File: src/rtl/datapath_gen2_pkg.sv
// Shared encodings for the gen2 accumulator datapath: bus source codes, ALU
// opcodes, bit positions inside the ld/inc/clr strobe vectors and the
// memory-port FSM state type.
package datapath_gen2_pkg;

  // Bus source select
  localparam logic [2:0] BUS_NONE = 3'd0;
  localparam logic [2:0] BUS_AR   = 3'd1;
  localparam logic [2:0] BUS_PC   = 3'd2;
  localparam logic [2:0] BUS_DR   = 3'd3;
  localparam logic [2:0] BUS_AC   = 3'd4;
  localparam logic [2:0] BUS_IR   = 3'd5;
  localparam logic [2:0] BUS_TR   = 3'd6;
  localparam logic [2:0] BUS_MEM  = 3'd7;

  // ALU operation select
  localparam logic [2:0] ALU_AND = 3'd0;
  localparam logic [2:0] ALU_ADD = 3'd1;
  localparam logic [2:0] ALU_LDA = 3'd2;
  localparam logic [2:0] ALU_CMA = 3'd3;
  localparam logic [2:0] ALU_CIR = 3'd4;
  localparam logic [2:0] ALU_CIL = 3'd5;
  localparam logic [2:0] ALU_INP = 3'd6;
  localparam logic [2:0] ALU_XOR = 3'd7;

  // ld bit order {TR,IR,E,AC,DR,PC,AR}
  localparam int unsigned LD_AR = 0;
  localparam int unsigned LD_PC = 1;
  localparam int unsigned LD_DR = 2;
  localparam int unsigned LD_AC = 3;
  localparam int unsigned LD_E  = 4;
  localparam int unsigned LD_IR = 5;
  localparam int unsigned LD_TR = 6;

  // inc bit order {E,AC,DR,PC,AR}
  localparam int unsigned INC_AR = 0;
  localparam int unsigned INC_PC = 1;
  localparam int unsigned INC_DR = 2;
  localparam int unsigned INC_AC = 3;
  localparam int unsigned INC_E  = 4;

  // clr bit order {IEN,E,AC,DR,PC,AR}
  localparam int unsigned CLR_AR  = 0;
  localparam int unsigned CLR_PC  = 1;
  localparam int unsigned CLR_DR  = 2;
  localparam int unsigned CLR_AC  = 3;
  localparam int unsigned CLR_E   = 4;
  localparam int unsigned CLR_IEN = 5;

  typedef enum logic [1:0] {
    StIdle,
    StRdWait,
    StWrWait
  } state_e;

endpackage

File: src/rtl/dp2_alu.sv
// Combinational 8-op ALU for the gen2 datapath.
// Ports: alu_sel_i opcode, ac_i/dr_i/e_i operands, bus_i (INP source),
//        res_o WORD_W-bit result, e_o next value for E (E unless op changes it).
module dp2_alu
  import datapath_gen2_pkg::*;
#(
  parameter int unsigned WORD_W = 16
) (
  input  logic [2:0]        alu_sel_i,
  input  logic [WORD_W-1:0] ac_i,
  input  logic [WORD_W-1:0] dr_i,
  input  logic              e_i,
  input  logic [WORD_W-1:0] bus_i,
  output logic [WORD_W-1:0] res_o,
  output logic              e_o
);

  logic [WORD_W:0] sum;
  assign sum = {1'b0, ac_i} + {1'b0, dr_i};

  always_comb begin
    res_o = '0;
    e_o   = e_i;
    unique case (alu_sel_i)
      ALU_AND: res_o = ac_i & dr_i;
      ALU_ADD: begin
        res_o = sum[WORD_W-1:0];
        e_o   = sum[WORD_W];
      end
      ALU_LDA: res_o = dr_i;
      ALU_CMA: res_o = ~ac_i;
      ALU_CIR: begin
        res_o = {e_i, ac_i[WORD_W-1:1]};
        e_o   = ac_i[0];
      end
      ALU_CIL: begin
        res_o = {ac_i[WORD_W-2:0], e_i};
        e_o   = ac_i[WORD_W-1];
      end
      ALU_INP: res_o = bus_i;
      ALU_XOR: res_o = ac_i ^ dr_i;
      default: ;
    endcase
  end

endmodule

File: src/rtl/datapath_gen2.sv
// Gen2 accumulator datapath: AR, PC, DR, AC, IR, TR, E, IEN around a common
// bus and ALU, with a ready/valid memory port, stall FSM and timeout flag.
// Ports: clk/reset_n (sync active-low); bus_sel, ld, inc, clr, ien_set,
//        alu_sel, mem_wr from the sequencer; mem_* memory port; busy stall
//        indication; register/flag observation outputs.
module datapath_gen2
  import datapath_gen2_pkg::*;
#(
  parameter int unsigned WORD_W   = 16,
  parameter int unsigned ADDR_W   = 12,
  parameter int unsigned MAX_WAIT = 15
) (
  input  logic              clk,
  input  logic              reset_n,
  input  logic [2:0]        bus_sel,
  input  logic [6:0]        ld,
  input  logic [4:0]        inc,
  input  logic [5:0]        clr,
  input  logic              ien_set,
  input  logic [2:0]        alu_sel,
  input  logic              mem_wr,
  output logic [ADDR_W-1:0] mem_addr,
  output logic [WORD_W-1:0] mem_wdata,
  output logic              mem_req,
  output logic              mem_we,
  input  logic [WORD_W-1:0] mem_rdata,
  input  logic              mem_ready,
  output logic              busy,
  output logic              mem_err,
  output logic [WORD_W-1:0] ac_out,
  output logic [WORD_W-1:0] dr_out,
  output logic [WORD_W-1:0] ir_out,
  output logic [ADDR_W-1:0] pc_out,
  output logic [ADDR_W-1:0] ar_out,
  output logic              e_out,
  output logic              ien_out,
  output logic              z_flag,
  output logic              n_flag
);

  localparam int unsigned CntW = (MAX_WAIT > 1) ? $clog2(MAX_WAIT + 1) : 1;
  localparam int unsigned PadW = WORD_W - ADDR_W;

  state_e              state_q, state_d;
  logic [ADDR_W-1:0]   ar_q, ar_d, pc_q, pc_d;
  logic [WORD_W-1:0]   dr_q, dr_d, ac_q, ac_d, ir_q, ir_d, tr_q, tr_d;
  logic                e_q, e_d, ien_q, ien_d;
  logic [6:0]          ld_mask_q, ld_mask_d;
  logic                mem_req_q, mem_req_d, mem_we_q, mem_we_d;
  logic [WORD_W-1:0]   mem_wdata_q, mem_wdata_d;
  logic                mem_err_q, mem_err_d;
  logic [CntW-1:0]     wait_cnt_q, wait_cnt_d;

  logic [WORD_W-1:0]   bus, alu_res;
  logic                alu_e;
  logic                rd_launch, wr_launch, rd_done;
  logic [6:0]          ld_eff;
  logic [4:0]          inc_eff;
  logic [5:0]          clr_eff;
  logic                ien_set_eff;

  // While a read is outstanding the bus carries the returning memory data so
  // the completion edge reuses the normal load paths (including the ALU).
  always_comb begin
    bus = '0;
    case (bus_sel)
      BUS_NONE: bus = '0;
      BUS_AR:   bus = {{PadW{1'b0}}, ar_q};
      BUS_PC:   bus = {{PadW{1'b0}}, pc_q};
      BUS_DR:   bus = dr_q;
      BUS_AC:   bus = ac_q;
      BUS_IR:   bus = ir_q;
      BUS_TR:   bus = tr_q;
      BUS_MEM:  bus = mem_rdata;
    endcase
    if (state_q == StRdWait) bus = mem_rdata;
  end

  dp2_alu #(
    .WORD_W(WORD_W)
  ) u_alu (
    .alu_sel_i(alu_sel),
    .ac_i     (ac_q),
    .dr_i     (dr_q),
    .e_i      (e_q),
    .bus_i    (bus),
    .res_o    (alu_res),
    .e_o      (alu_e)
  );

  assign rd_launch = (state_q == StIdle) && (bus_sel == BUS_MEM) && (|ld);
  // A write is never launched with bus_sel=MEM: a read takes precedence.
  assign wr_launch = (state_q == StIdle) && mem_wr && (bus_sel != BUS_MEM);
  assign rd_done   = (state_q == StRdWait) && mem_ready;
  assign busy      = (state_q != StIdle) || rd_launch;

  // Strobes reaching the registers: sequencer strobes when not stalled, the
  // latched read destinations on read completion, nothing otherwise.
  always_comb begin
    ld_eff      = '0;
    inc_eff     = '0;
    clr_eff     = '0;
    ien_set_eff = 1'b0;
    if (rd_done) begin
      ld_eff = ld_mask_q;
    end else if (!busy) begin
      ld_eff      = ld;
      inc_eff     = inc;
      clr_eff     = clr;
      ien_set_eff = ien_set;
    end
  end

  // Register next state, priority clr > ld > inc
  always_comb begin
    ar_d = ar_q;
    if (clr_eff[CLR_AR])      ar_d = '0;
    else if (ld_eff[LD_AR])   ar_d = bus[ADDR_W-1:0];
    else if (inc_eff[INC_AR]) ar_d = ar_q + ADDR_W'(1);

    pc_d = pc_q;
    if (clr_eff[CLR_PC])      pc_d = '0;
    else if (ld_eff[LD_PC])   pc_d = bus[ADDR_W-1:0];
    else if (inc_eff[INC_PC]) pc_d = pc_q + ADDR_W'(1);

    dr_d = dr_q;
    if (clr_eff[CLR_DR])      dr_d = '0;
    else if (ld_eff[LD_DR])   dr_d = bus;
    else if (inc_eff[INC_DR]) dr_d = dr_q + WORD_W'(1);

    ac_d = ac_q;
    if (clr_eff[CLR_AC])      ac_d = '0;
    else if (ld_eff[LD_AC])   ac_d = alu_res;
    else if (inc_eff[INC_AC]) ac_d = ac_q + WORD_W'(1);

    e_d = e_q;
    if (clr_eff[CLR_E])       e_d = 1'b0;
    else if (ld_eff[LD_E])    e_d = alu_e;
    else if (inc_eff[INC_E])  e_d = ~e_q;

    ir_d = ld_eff[LD_IR] ? bus : ir_q;
    tr_d = ld_eff[LD_TR] ? bus : tr_q;

    ien_d = ien_q;
    if (clr_eff[CLR_IEN])     ien_d = 1'b0;
    else if (ien_set_eff)     ien_d = 1'b1;
  end

  // Memory-port FSM
  always_comb begin
    state_d     = state_q;
    ld_mask_d   = ld_mask_q;
    mem_req_d   = mem_req_q;
    mem_we_d    = mem_we_q;
    mem_wdata_d = mem_wdata_q;
    mem_err_d   = mem_err_q;
    wait_cnt_d  = wait_cnt_q;
    unique case (state_q)
      StIdle: begin
        wait_cnt_d = '0;
        if (rd_launch) begin
          ld_mask_d = ld;
          mem_req_d = 1'b1;
          mem_we_d  = 1'b0;
          state_d   = StRdWait;
        end else if (wr_launch) begin
          mem_wdata_d = bus;
          mem_req_d   = 1'b1;
          mem_we_d    = 1'b1;
          state_d     = StWrWait;
        end
      end
      StRdWait, StWrWait: begin
        if (mem_ready) begin
          mem_req_d  = 1'b0;
          mem_we_d   = 1'b0;
          ld_mask_d  = '0;
          wait_cnt_d = '0;
          state_d    = StIdle;
        end else begin
          // Saturating count; the error is sticky and the wait continues.
          if (wait_cnt_q < CntW'(MAX_WAIT)) wait_cnt_d = wait_cnt_q + CntW'(1);
          if (wait_cnt_d == CntW'(MAX_WAIT)) mem_err_d = 1'b1;
        end
      end
      default: state_d = StIdle;
    endcase
  end

  always_ff @(posedge clk) begin
    if (!reset_n) begin
      state_q     <= StIdle;
      ar_q        <= '0;
      pc_q        <= '0;
      dr_q        <= '0;
      ac_q        <= '0;
      ir_q        <= '0;
      tr_q        <= '0;
      e_q         <= 1'b0;
      ien_q       <= 1'b0;
      ld_mask_q   <= '0;
      mem_req_q   <= 1'b0;
      mem_we_q    <= 1'b0;
      mem_wdata_q <= '0;
      mem_err_q   <= 1'b0;
      wait_cnt_q  <= '0;
    end else begin
      state_q     <= state_d;
      ar_q        <= ar_d;
      pc_q        <= pc_d;
      dr_q        <= dr_d;
      ac_q        <= ac_d;
      ir_q        <= ir_d;
      tr_q        <= tr_d;
      e_q         <= e_d;
      ien_q       <= ien_d;
      ld_mask_q   <= ld_mask_d;
      mem_req_q   <= mem_req_d;
      mem_we_q    <= mem_we_d;
      mem_wdata_q <= mem_wdata_d;
      mem_err_q   <= mem_err_d;
      wait_cnt_q  <= wait_cnt_d;
    end
  end

  assign mem_addr  = ar_q;
  assign mem_wdata = mem_wdata_q;
  assign mem_req   = mem_req_q;
  assign mem_we    = mem_we_q;
  assign mem_err   = mem_err_q;
  assign ac_out    = ac_q;
  assign dr_out    = dr_q;
  assign ir_out    = ir_q;
  assign pc_out    = pc_q;
  assign ar_out    = ar_q;
  assign e_out     = e_q;
  assign ien_out   = ien_q;
  assign z_flag    = (ac_q == '0);
  assign n_flag    = ac_q[WORD_W-1];

  // TR has no observation port; keep it referenced through the bus only.

endmodule

File: config.mk
export PLATFORM = sky130hd
export DESIGN_NAME = datapath_gen2
export DESIGN_NICKNAME = d
export VERILOG_FILES = /design/src/rtl/datapath_gen2_pkg.sv /design/src/rtl/dp2_alu.sv /design/src/rtl/datapath_gen2.sv
export SDC_FILE = /design/constraint.sdc
export NUM_CORES = 1
export LEC_CHECK = 0
export CORE_MARGIN = 2
export CORE_UTILIZATION = 49
export CTS_BUF_LIST = sky130_fd_sc_hd__clkbuf_16
export CTS_CLUSTER_DIAMETER = 150
export DETAILED_ROUTE_END_ITERATION = 8
export GPL_ROUTABILITY_DRIVEN = 1
export PLACE_DENSITY_LB_ADDON = 0.2
export SLEW_MARGIN = 20
export SYNTH_ARGS = -nofsm -noshare
export SYNTH_HDL_FRONTEND = slang
export SYNTH_SLANG_ARGS = --single-unit
File: constraint.sdc
create_clock -name clk -period 2.3 [get_ports clk]
set_input_delay 0.46 -clock clk [delete_from_list [all_inputs] [get_ports clk]]
set_output_delay 0.46 -clock clk [all_outputs]
set_load 0.05 [all_outputs]
==> out/summary.txt, run 1 <==
CORE AREA: 17,900 um2
Peak Freq: 431.9 MHz
GRT met3 Usage: 6.699%
Post-synthesis simple-gate area fraction: 20.49%
Final-report setup violation count: 3
PD cells: 693.9 nW/um2
Failing checks: negative setup slack
Hold_sp: ld[6]
Drc violations: 0
Worst R2R End: ac_out[9]$_SDFFE_PP0P_
Mux cell area share after synthesis: 7.704%
Critical-path maximum fanout: 4
Hold buffers post-CTS: 0
ANT nets after route: 0
Mean Syn Cell Area: 7.896 um2
Mapped Area: 8884 um2
Dpl hpwl: 29,400 um
Initial antenna violation count: 0
CP max-delay cell: clkdlybuf4s50_1
CP Class: flip-flop to output port
Yosys warns: 0
RR Startpoint: ac_out[6]$_SDFFE_PP0P_
CP delay by family, top: buffers and inverters
CP bufs+invs: 1
P_sw: 3.822 mW
Setup crit end kind: output port
Min-Delay Path Class: input pin to flip-flop
Max cap viols: 0
Sum of negative setup slack: -0.03072 ns
Post-synth top flop: dfxtp_1
Int Pwr: 5.485 mW
CP max stage delay: 0.88 ns
Vias per inst: 6.374
CTS max path bufs: 2
P&R area growth vs syn: 50.97%
Finished Layout Cells: 1,697
Tot GR Track Use: 38.65%
Initial DRT Pass Iterations: 5
Overall die width: 138.6 um
Drt first-iter violations: 1,323
Synth Area in Compound Gates: 28.68%
Number of global-route vias before repair: 10,080
Final Critical Period: 2.315 ns
RSZ-0062 raised after global routing: true
Core Rows: 49
Grt ovf: 0
FF-to-FF path depth: 7
Critical Path Start Type: flip-flop
CTS H-Tree Depth: 4
Share of post-route cells with drive strength above 1: 28.54%
I/O Buffers: 152
# fillers: 1,381
Place WS: -0.7346 ns
Routing usage on met1: 49.80%
Status: finished with violations
CP Cell Sequence: clkdlybuf4s50_1
Number of synthesized flops with an enable pin: 0
Vias: 10,820
CP Launch Point: dr_out[14]$_SDFFE_PP0P_
Number of cells after detailed placement: 1,659
CTS sink count: 122
Global-route wire length before repair: 58,260 um
Unique masters post-synth: 78
Seq cells post-synth: 122
Largest net degree at the start of global routing: 59
Crit path DAT: 1.86 ns
Worst skew pair latency: 0.44 ns
VDD IR-drop max: 0.6319 mV
Clock transition at the registers of the reported paths: 0.07 ns
Sw Ratio: 41.06%
Layer carrying the most global-route usage: met2
CTS tree: built
Clock Tree Root: clkbuf_16
Die height: 138.6 um
Max_slew headroom: 57.56%
Adder-Cell Fraction of Synth Area: 3.746%
Critical path depth in cells: 1
Clock power share: 30.2%
Sequential share of power: 27.9%
Sequential fraction of the synthesis area: 27.49%
Antenna cells: 0
Total CTS buffers: 17
Worst EP required: 1.84 ns
IO Pins: 153
Clk_skew: 0.01401 ns
Final WL: 38,890 um
Synth Area in XOR/XNOR: 5.324%
Pins Over Slew Limit: 0
Post-synth ARST share: 0%
CP endpoint: dr_out[14]
Final worst-path cycle share: 100.7%
Routability cong.: 1.038
Die area: 19,220 um2
WL/cell: 22.92 um
Starting density of the core: 49.62%
M2 GR Usage: 62.14%
Logic pwr share: 41.9%
Cell leakage power: 5.486 nW
Fin. Hold Viols: 0
Worst Max-Slew Pin Slew: 0.6360 ns
Final setup margin: -0.01526 ns
Synth Instances: 1,125
Largest family of logic cells by synthesized area: compound AO/OA/AOI/OAI gates
Reg2Reg Setup Slack: 0.02 ns
Layout Nets: 1,526
Net Count, Synth: 1,196
==> area by class of cell <==
class                      count  area, um2  area share [%]
tap                          229      286.5           2.136
timing repair buffer         414       3762           28.05
clock buffer                  17      425.4           3.172
clock inverter                15      175.2           1.306
sequential                   122       2464           18.37
inverter                      32      120.1          0.8956
multi-input combinational    868       6178           46.07
==> flip-flops by register name (all words and copies together) (netlist names) <==
signal      flops
tr_q           16
ac_out         16
e_out           1
ir_out         16
dr_out         16
mem_req         1
wait_cnt_q      4
mem_we          1
state_q         2
mem_err         1
pc_out         12
mem_wdata      16
ien_out         1
ar_out         12
ld_mask_q       7
==> per-layer routing <==
metal	wire length (um)	share of wire (%)
met1	15050	39
met2	17580	45
met3	3924	10
met4	2342	6.0
met5	0	0
==> cell families after synthesis <==
logic type,after synthesis
simple gates,372
fa+ha+maj,26
xor+xnor,54
buf+inv,135
compound gates,360
mux,56
flops,122
==> Yosys cell counts (4+ instances only) <==
library cell,n,area (um2)
a211oi_1,72,540.5
a21boi_0,4,30.03
a21o_1,8,60.06
a21oi_1,59,295.3
a221oi_1,27,236.5
a22o_1,11,96.34
a22oi_1,20,150.1
a31oi_1,12,75.07
a32oi_1,5,43.79
and2_1,11,68.82
and3_1,15,93.84
and4_1,7,61.31
buf_1,8,30.03
buf_2,13,65.06
buf_4,16,120.1
clkbuf_1,66,247.7
dfxtp_1,122,2442
ha_1,25,312.8
inv_1,29,108.9
mux2_2,19,214.0
mux2i_1,29,290.3
mux4_2,8,180.2
nand2_1,80,300.3
nand2b_1,10,62.56
nand3_1,27,135.1
nand3b_1,8,60.06
nand4_1,17,106.4
nor2_1,130,488.0
nor2b_1,11,68.82
nor3_1,25,125.1
nor4_1,10,62.56
o211a_1,4,40.04
o211ai_1,16,120.1
o21ai_0,66,330.3
o22ai_1,5,31.28
o2bb2ai_1,7,61.31
or3_1,4,25.02
xnor2_1,27,236.5
xor2_1,27,236.5
==> stage by stage <==
| stage | total power [mW] | util (%) | instance area (um2) | hold slack, ns |
|---|---|---|---|---|
| 3_5_place_dp | 6.337 | 69.60 | 12460 | 0.4755 |
| 2_1_floorplan | 4.658 | - | 8992 | 0.4499 |
| 6_report | 9.306 | 74.92 | 13410 | 0.4231 |
| 5_1_grt | 9.574 | 74.92 | 13410 | 0.4627 |
| 3_3_place_gp | 6.294 | 69.60 | 12460 | 0.4570 |
| 4_1_cts | 9.159 | 73.52 | 13160 | 0.4204 |
==> layout by cell type, fill, tap and decap left out, types with 8 or more instances in the layout <==
master,instances
a211oi_1,69
a21o_1,8
a21oi_1,57
a221oi_1,24
a22o_1,10
a22oi_1,17
a31oi_1,12
and2_1,11
and3_1,11
buf_12,21
buf_4,238
buf_6,14
clkbuf_16,17
clkdlybuf4s50_1,121
dfxtp_1,109
dfxtp_2,11
dlygate4sd2_1,11
ha_1,22
inv_1,28
mux2_2,19
mux2i_1,28
mux4_2,8
nand2_1,79
nand2b_1,9
nand3_1,21
nand3b_1,8
nand4_1,17
nor2_1,127
nor2b_1,10
nor3_1,21
o211ai_1,16
o21ai_0,63
xnor2_1,27
xor2_1,27
==> power groups by stage <==
stage                     Combinational [mW]  Sequential (mW)  Clock [mW]
after detailed placement                3.72             2.62           0
after CTS                               3.77             2.58        2.81
after global routing                    4.07             2.61        2.90
final                                   3.90             2.60        2.81
after floorplan                         1.52             3.14           0
after global placement                  3.67             2.62           0
==> timing repair <==
action,in CTS,in global routing
gates resized for setup,44,62
cloned,0,0
setup buffers,5,3
endpoints found under the setup margin,111,75
pin swaps,9,24
==> worst min path at each step <==
stage          cells after the start  slack, ns                   endpoint
6_report                           4       0.42  ld_mask_q[6]$_SDFFE_PN0P_
5_1_grt                            4       0.46  ld_mask_q[6]$_SDFFE_PN0P_
4_1_cts                            4       0.42  ld_mask_q[6]$_SDFFE_PN0P_
3_5_place_dp                       2       0.48  ld_mask_q[6]$_SDFFE_PN0P_
3_3_place_gp                       2       0.46       mem_err$_SDFFE_PN0P_
2_1_floorplan                      2       0.45  ld_mask_q[5]$_SDFFE_PN0P_
(Power assumes the default switching activity.)
==> run 2: changes to the inputs <==
Settings changed: CAP_MARGIN set to 5.
==> results of run 2 <==
No change in the layout: final DEF, timing and power equal those of run 1.
==> run 3: changes to the inputs <==
Settings changed: CAP_MARGIN 5 to unset, CORE_MARGIN 2 to 4.
==> out/summary.txt, run 3 (synthesized netlist as in run 1, its figures left out) <==
Min-Delay Path Class: input pin to flip-flop
Worst skew pair latency: 0.42 ns (-0.02 ns)
Share of post-route cells with drive strength above 1: 30.32% (+1.8 points)
CTS max path bufs: 2 (unchanged)
Crit path DAT: 2.03 ns (+0.17 ns)
Core Rows: 48 (-2.0%)
Failing checks: design-rule violations, negative setup slack
IO Pins: 153 (unchanged)
Tot GR Track Use: 39.97% (+1.3 points)
Worst R2R End: e_out$_SDFFE_PP0P_
Critical-path maximum fanout: 2 (-2)
Setup crit end kind: output port
Uppermost layer routed: met4
Routability cong.: 1.017 (-2.0%)
Pins Over Slew Limit: 0 (unchanged)
Final worst-path cycle share: 108.1% (+7.4 points)
Met2 WL: 18,530 um (+5.4%)
Peak Freq: 402.3 MHz (-6.9%)
Grt ovf: 0 (unchanged)
CP Class: input pin to output port
Most frequent cells in the layout: buf_4, clkdlybuf4s50_1, nor2_1, dfxtp_1, nand2_1
ANT nets after route: 0 (unchanged)
Fin. Hold Viols: 0 (unchanged)
Worst Hold Path EP: ld_mask_q[6]$_SDFFE_PN0P_
Initial antenna violation count: 0 (unchanged)
Final setup margin: -0.1856 ns (-0.1703 ns)
FF-to-FF path depth: 10 (+3)
Dpl hpwl: 31,000 um (+5.5%)
VDD IR-drop max: 0.6043 mV (-4.4%)
Fin area: 13,720 um2 (+2.3%)
CTS H-Tree Depth: 4 (unchanged)
Final-report setup violation count: 23 (+20)
Status: finished with violations
Vias per inst: 6.474 (+1.6%)
Max_slew headroom: 58.29% (+0.73 points)
Drt first-iter violations: 1,321 (-0.15%)
Reg2Reg Setup Slack: 0.01 ns (about the same)
Final WL: 41,630 um (+7.0%)
Hold_sp: ld[6]
Worst EP required: 1.84 ns (about the same)
Starting density of the core: 50.66% (+1.0 points)
Critical Path Start Type: input pin
RSZ-0062 raised after global routing: true
Die area: 20,350 um2 (+5.9%)
Antenna cells: 0 (unchanged)
Initial DRT Pass Iterations: 9 (+4)
Number of global-route vias before repair: 10,770 (+6.9%)
CORE AREA: 17,540 um2 (-2.0%)
Layout Nets: 1,553 (+1.8%)
Commonest non-fill, non-tap cell in the layout: buf_4
CTS tree: built
Largest net degree at the start of global routing: 59 (unchanged)
Met3 WL: 4996 um (+27%)
Hold buffers post-CTS: 0 (unchanged)
CTS sink count: 122 (unchanged)
Clock transition at the registers of the reported paths: 0.06 ns (about the same)
Clock Tree Root: clkbuf_16
Worst Max-Slew Pin Slew: 0.6234 ns (-0.01259 ns)
WL/cell: 24.22 um (+5.7%)
Met1 Wirelength: 15,490 um (+3.0%)
Total CTS buffers: 17 (unchanged)
Overall die width: 142.6 um (+2.9%)
Final Critical Period: 2.486 ns (+0.1703 ns)
CP Launch Point: ld[4]
Drc violations: 2 (+2)
Hold Path Depth: 4 (unchanged)
Cell leakage power: 5.703 nW (+3.9%)
Die height: 142.6 um (+2.9%)
I/O Buffers: 152 (unchanged)
P&R area growth vs syn: 54.44%
Global-route wire length before repair: 62,470 um (+7.2%)
PD cells: 697.1 nW/um2 (+0.46%)
Max cap viols: 0 (unchanged)
Clk_skew: 0.008574 ns (-0.005440 ns)
DP Area: 12,570 um2 (+0.90%)
RR Startpoint: ac_out[0]$_SDFFE_PP0P_
Sum of negative setup slack: -0.9281 ns (-0.8974 ns)
Vias: 11,130 (+2.9%)
-- run 3: cell count changes in the layout (fill, tap and decap cells not counted), sizes merged --
cell,before,now
buf,276,299
clkdlybuf4s50,121,124
dlymetal6s2s,6,9
bufinv,1,3
clkinvlp,2,0
dlygate4sd2,11,9
inv,38,36
clkinv,6,7
-- run 3: repair_timing --
item / CTS / global route
endpoints found under the setup margin: 115 / 96
setup buffers: 9 / 10
resized for setup: 67 / 65
pin swaps: 11 / 22
cloned: 2 / 0
-- run 3: worst max-delay path by stage --
stage               cells past startpoint                      end
floorplan                               7  ir_out[15]$_SDFFE_PN0P_
global placement                        8  ac_out[15]$_SDFFE_PP0P_
detailed placement                     11  ir_out[15]$_SDFFE_PN0P_
CTS                                     9                     busy
global route                            9                     busy
finish                                  9                     busy
-- run 3: worst max-delay path, stage by stage --
cell     delay (ns)
buf_6          0.09
or4_4          0.55
buf_6          0.14
o41ai_4        0.24
buf_6          0.15
buf_6          0.09
nand2_4        0.05
buf_6          0.12
buf_12         0.14
-- run 3: area by class of cell --
type,count,area [um2]
clock buffer,17,425.4
clock inverter,14,185.2
fill,1240,3817
inverter,32,122.6
multi-input combinational,868,6240
sequential,122,2465
tap,225,281.5
timing repair buffer,441,4000
-- run 3: stage by stage --
stage                     setup WS [ns]  cells  power [mW]  hold WS (ns)  util (%)
after CTS                       -0.2178   1711       9.385        0.4474     76.59
after global routing            -0.2048   1719       9.863        0.4532     78.23
after global placement          -0.7642   1669       6.394        0.4544     71.70
after floorplan                 -0.1239   1125       4.658        0.4499         -
after detailed placement        -0.8270   1669       6.439        0.4672     71.70
final                           -0.1856   1719       9.564        0.4388     78.23
-- run 3: report_power, final --
part / switching, mW / internal [mW]
clock: 1.12 / 1.73
combinational: 2.42 / 1.70
sequential: 0.260 / 2.33
total: 3.80 / 5.77
-- run 3: per-layer routing --
| layer | vias to the layer above | GRT usage [%] |
|---|---|---|
| met4 | 0 | 21.16 |
| met1 | 5222 | 50.99 |
| met3 | 181 | 10.21 |
| met2 | 809 | 62.19 |
| li1 | 4917 | - |
| met5 | - | 0 |
